--- src/rtl/btn_rst_ctrl.sv ---
// btn_rst_ctrl: synchronise, debounce and edge-detect button lines; stretch reset.
// Optional auto-repeat of held buttons is built when BTN_AUTOREPEAT_EN is defined.
module btn_rst_ctrl #(
    parameter int                  CHANNELS    = 4,
    parameter int                  DB_CYCLES   = 10000,
    parameter int                  RST_STRETCH = 16,
    parameter int                  REP_DELAY   = 5000000,
    parameter int                  REP_PERIOD  = 1000000,
    parameter logic [CHANNELS-1:0] REP_MASK    = {CHANNELS{1'b1}}
) (
    input  logic                clk,
    input  logic                rstn,
    input  logic [CHANNELS-1:0] btn_raw,
    input  logic                rst_req,
    output logic [CHANNELS-1:0] btn_level,
    output logic [CHANNELS-1:0] btn_press,
    output logic [CHANNELS-1:0] btn_release,
    output logic                rst_out
);

    localparam int CW = $clog2(DB_CYCLES + 1);
    localparam logic [CW-1:0] DB_LAST = CW'(DB_CYCLES - 1);

    if ((CHANNELS < 1) || (DB_CYCLES < 1) || (RST_STRETCH < 1) ||
        (REP_DELAY < 1) || (REP_PERIOD < 1) ||
        ($bits(REP_MASK) != CHANNELS)) begin : g_bad_cfg
        $error("btn_rst_ctrl: invalid parameter set");
    end

    logic [CHANNELS-1:0]         b_s1;
    logic [CHANNELS-1:0]         b_s2;
    logic [CHANNELS-1:0][CW-1:0] db_cnt;
    logic [CHANNELS-1:0]         db_hit;
    logic [CHANNELS-1:0]         rise;
    logic [CHANNELS-1:0]         fall;
    logic [CHANNELS-1:0]         rep_fire;
    logic                        rq_s1;
    logic                        rq_s2;
    logic [RST_STRETCH-1:0]      rst_sr;
    logic                        rst_nxt;

    // next value of rst_out, so presses are masked in the same cycle
    assign rst_nxt = |rst_sr;

    // a channel toggles when it has differed for DB_CYCLES cycles
    always_comb begin
        db_hit = '0;
        for (int i = 0; i < CHANNELS; i++) begin
            db_hit[i] = (b_s2[i] != btn_level[i]) && (db_cnt[i] == DB_LAST);
        end
    end

    assign rise = db_hit & ~btn_level;
    assign fall = db_hit & btn_level;

    // input synchronisers and the reset stretcher shift register
    always_ff @(posedge clk or negedge rstn) begin
        if (!rstn) begin
            b_s1    <= '0;
            b_s2    <= '0;
            rq_s1   <= 1'b0;
            rq_s2   <= 1'b0;
            rst_sr  <= '1;
            rst_out <= 1'b1;
        end else begin
            b_s1    <= btn_raw;
            b_s2    <= b_s1;
            rq_s1   <= rst_req;
            rq_s2   <= rq_s1;
            rst_sr  <= (rst_sr << 1) | RST_STRETCH'(rq_s2);
            rst_out <= rst_nxt;
        end
    end

    // debounce counters, debounced level and edge pulses
    always_ff @(posedge clk or negedge rstn) begin
        if (!rstn) begin
            db_cnt      <= '0;
            btn_level   <= '0;
            btn_press   <= '0;
            btn_release <= '0;
        end else begin
            for (int i = 0; i < CHANNELS; i++) begin
                if ((b_s2[i] == btn_level[i]) || db_hit[i]) begin
                    db_cnt[i] <= '0;
                end else begin
                    db_cnt[i] <= db_cnt[i] + 1'b1;
                end
            end
            btn_level   <= btn_level ^ db_hit;
            btn_press   <= (rise | rep_fire) & {CHANNELS{~rst_nxt}};
            btn_release <= fall;
        end
    end

`ifdef BTN_AUTOREPEAT_EN
    localparam int RMAX = (REP_DELAY > REP_PERIOD) ? REP_DELAY : REP_PERIOD;
    localparam int RW = $clog2(RMAX + 1);
    localparam logic [RW-1:0] R_FIRST = RW'(REP_DELAY - 1);
    localparam logic [RW-1:0] R_NEXT = RW'(REP_PERIOD - 1);

    logic [CHANNELS-1:0][RW-1:0] rep_cnt;

    // repeat fires when a held channel's countdown expires
    always_comb begin
        rep_fire = '0;
        for (int i = 0; i < CHANNELS; i++) begin
            rep_fire[i] = REP_MASK[i] && btn_level[i] && !fall[i] &&
                          (rep_cnt[i] == '0);
        end
    end

    // countdown to the next repeat; keeps running under rst_out
    always_ff @(posedge clk or negedge rstn) begin
        if (!rstn) begin
            rep_cnt <= '0;
        end else begin
            for (int i = 0; i < CHANNELS; i++) begin
                if (!REP_MASK[i] || fall[i] || (!btn_level[i] && !rise[i])) begin
                    rep_cnt[i] <= '0;
                end else if (rise[i]) begin
                    rep_cnt[i] <= R_FIRST;
                end else if (rep_cnt[i] == '0) begin
                    rep_cnt[i] <= R_NEXT;
                end else begin
                    rep_cnt[i] <= rep_cnt[i] - 1'b1;
                end
            end
        end
    end
`else
    assign rep_fire = '0;
`endif

endmodule

--- config.mk ---
export PLATFORM = sky130hd
export DESIGN_NAME = btn_rst_ctrl
export DESIGN_NICKNAME = d
export VERILOG_FILES = /design/src/rtl/btn_rst_ctrl.sv
export SDC_FILE = /design/constraint.sdc
export NUM_CORES = 1
export LEC_CHECK = 0
export ABC_AREA = 0
export BUFFER_PORTS_ARGS = -buffer_cell sky130_fd_sc_hd__buf_2
export CORE_ASPECT_RATIO = 0.7
export CORE_MARGIN = 3
export CORE_UTILIZATION = 25
export CTS_CLUSTER_DIAMETER = 30
export DETAILED_ROUTE_END_ITERATION = 16
export SYNTH_ARGS = -nofsm -noshare
export SYNTH_HDL_FRONTEND = slang
export SYNTH_SLANG_ARGS = --single-unit
--- constraint.sdc ---
create_clock -name clk -period 2.05 [get_ports clk]
set_clock_uncertainty 0.15 [all_clocks]
set_input_delay 0.1025 -clock clk [delete_from_list [all_inputs] [get_ports clk]]
set_output_delay 0.1025 -clock clk [all_outputs]
set_load 0.02 [all_outputs]
==> impl_metrics.json <==
{
  "antenna_left": 0,
  "synth_edf_count": 0,
  "drive_gt1_frac": 0.231,
  "io_buffers": 19,
  "place.gp.congestion": 0.798,
  "insertion_delay_ns": 0.34,
  "finalSetupTns_ns": 0,
  "fp.dieH_um": 110,
  "ys_ff_latch": 95,
  "required_ns": 2.13,
  "syn_to_final_growth_pct": 23.7,
  "pin_count": 20,
  "max_freq_mhz": 498,
  "synth.net_count": 340,
  "cts_buffers": 9,
  "fin_util": 0.319,
  "clock-sinks": 95,
  "h-tree-depth": 3,
  "synth_adder_area_share": 0.0131,
  "finalWirelength_um": 7040,
  "power.density_nw_per_um2": 765,
  "max-slew-margin-rel": 0.641,
  "grt_usage": 0.0887,
  "tightest_slew_ns": 0.538,
  "vdd_drop_max_mv": 0.393,
  "clk_pin_slew_ns": 0.06,
  "die_w_um": 154,
  "final_cell_mix": "78 x dfrtp_1, 60 x nor2_1, 33 x xnor2_1",
  "placed_cells": 566,
  "syn_inst": 329,
  "rsz0062_at_grt": "false",
  "grt_max_degree": 41,
  "crit_type": "flip-flop to flip-flop",
  "critical-path-max-stage-delay_ns": 0.56,
  "synth_compound_area_frac": 0.00588,
  "synth_xor_area_frac": 0.117,
  "diodes": 0,
  "period_needed_ns": 2.01,
  "synth_top_family_by_area": "simple AND/OR/NAND/NOR gates",
  "max-cap-violations": 0,
  "drt_iter0_markers": 169,
  "grt_pass1_vias": 2430,
  "syn_area_um2": 3830,
  "synthSimpleGateAreaFrac": 0.214,
  "firstDrtPassIters": 4,
  "yosysWarnings": 0,
  "postSynthAreaPerCell_um2": 11.6,
  "fin_nets": 400,
  "vias": 2501,
  "critPathTopFamily": "simple AND/OR/NAND/NOR gates",
  "path_max_fanout": 4,
  "arrival_ns": 2.09,
  "muxShareOfSynthArea": 0.00588,
  "grt_pass1_wl_um": 12000,
  "cp_cell_sequence": "or3b_2 > or4_4 > buf_4 > and3_1",
  "grt_overflow": 0,
  "die_area_um2": 16900,
  "setup_viol": 0,
  "drc_errors": 0,
  "ys_async_sr_fraction": 1.00,
  "start_util": 0.258,
  "p_leak_nw": 2.02,
  "drv_slew": 0,
  "final_common_cell": "dfrtp_1",
  "cts_tree": "built",
  "hold_class": "primary input to asynchronous set/reset pin",
  "synth_area_leader_cell": "dfrtp_1",
  "synth_area_leaders": "dfrtp_1 51%, dfstp_2 12%, xnor2_1 7.6%, nor2_1 5.9%, xor2_1 4.1%",
  "hpwl_um": 4920,
  "critPathLaunchType": "flip-flop",
  "cp_num_buf_inv": 1,
  "cts-root-buf": "clkbuf_16",
  "avgViaCountPerCell": 4.25,
  "synth_top_area_frac": 0.510,
  "crit_path_end_kind": "flip-flop",
  "rows": 37,
  "synth_cell_types": 33,
  "fin_cells": 589,
  "status": "finished clean",
  "fin_crit_sh": 0.980,
  "core_area_um2": 14900,
  "seq_area_frac_synth": 0.627,
  "synthFlopType": "dfrtp_1",
  "cpMaxStageDelayCell": "or4_4",
  "routedWlPerCell_um": 12.0,
  "antenna_found_initial": 0,
  "hold_viol_final": 0,
  "cts_buffer_depth": 2
}
layer usage:
metal / GRT usage / part of all wire / vias up
met5: 0 / 0 / -
met4: 0.0246 / 0.013 / 0
met3: 0.0330 / 0.034 / 6
met2: 0.129 / 0.45 / 28
met1: 0.124 / 0.51 / 1226
li1: - / - / 1241
logic make-up after synthesis:
group | count (synthesis)
AND/OR/NAND/NOR | 159
flip-flops | 95
XOR/XNOR | 51
buffers and inverters | 14
AO/OA/AOI/OAI | 4
adder cells (fa/ha/maj) | 4
multiplexers | 2
cell usage after synthesis (3+ instances only):
cell     instances
dfrtp_1         78
nor2_1          60
xnor2_1         33
nand2_1         18
xor2_1          18
dfstp_2         17
nand3_1         14
nor3_1          14
nand4_1         13
nor4_1          10
inv_1            9
and3_1           5
and4_1           4
ha_1             4
nor3b_1          4
nor4b_1          3
o21ai_0          3
layout make-up:
type,count,area [um2]
Clock buffer,13,250
Clock inverter,3,20.0
Fill cell,1499,10100
Inverter,9,33.8
Multi-Input combinational cell,220,1390
Sequential cell,95,2400
Tap cell,195,244
Timing Repair Buffer,54,400
where the power goes:
part           internal [mW]  switching [mW]
Combinational         0.0509          0.0736
Clock                  0.855           0.672
Sequential              1.93          0.0360
Total                   2.84           0.782
stage by stage:
stage | hold slack, ns | setup WS, ns | area (um2) | power (mW)
after detailed placement | -0.0207 | -0.0287 | 4370 | 2.12
final | 0.149 | 0.0405 | 4730 | 3.62
after floorplan | -0.343 | 0.0193 | 3830 | 2.04
after CTS | 0.177 | 0.0116 | 4710 | 3.69
after global routing | 0.208 | 0.000508 | 4730 | 3.79
after global placement | -0.0247 | -0.00834 | 4370 | 2.12
final timing paths:
path / start / to / slack [ns] / cells after the start
worst max-delay path: db_cnt[35]$_DFF_PN0_ / db_cnt[29]$_DFF_PN0_ / 0.04 / 4
worst min-delay path: rstn / db_cnt[7]$_DFF_PN0_ / 0.15 / 2
worst max register to register: db_cnt[35]$_DFF_PN0_ / db_cnt[29]$_DFF_PN0_ / 0.04 / 4
worst min register to register: b_s1[0]$_DFF_PN0_ / b_s2[0]$_DFF_PN0_ / 0.20 / 0
max in group asynchronous: rstn / rst_sr[7]$_DFF_PN1_ / 0.95 / 3
min in group clk: b_s1[0]$_DFF_PN0_ / b_s2[0]$_DFF_PN0_ / 0.20 / 0
state kept, by name (all words and copies together), names as in the netlist, named ones only:
signal       flops
btn_press        4
b_s2             4
rst_out          1
b_s1             4
rq_s1            1
btn_release      4
db_cnt          56
rst_sr          16
rq_s2            1
worst reg2reg max path, stage by stage, from the launching register on:
cell and delay, ns:
dfrtp_1 0.40, or3b_2 0.48, or4_4 0.56, buf_4 0.17, and3_1 0.15
what timing repair did:
| item | in CTS | in global routing |
|---|---|---|
| hold endpoints to repair | 42 | 0 |
| hold buffers | 6 | 0 |
| endpoints found under the setup margin | 23 | 24 |
| pin swaps | 1 | 2 |
| gates resized for setup | 2 | 4 |
| buffers inserted | 0 | 1 |
Power figures use the tool's default switching activity.
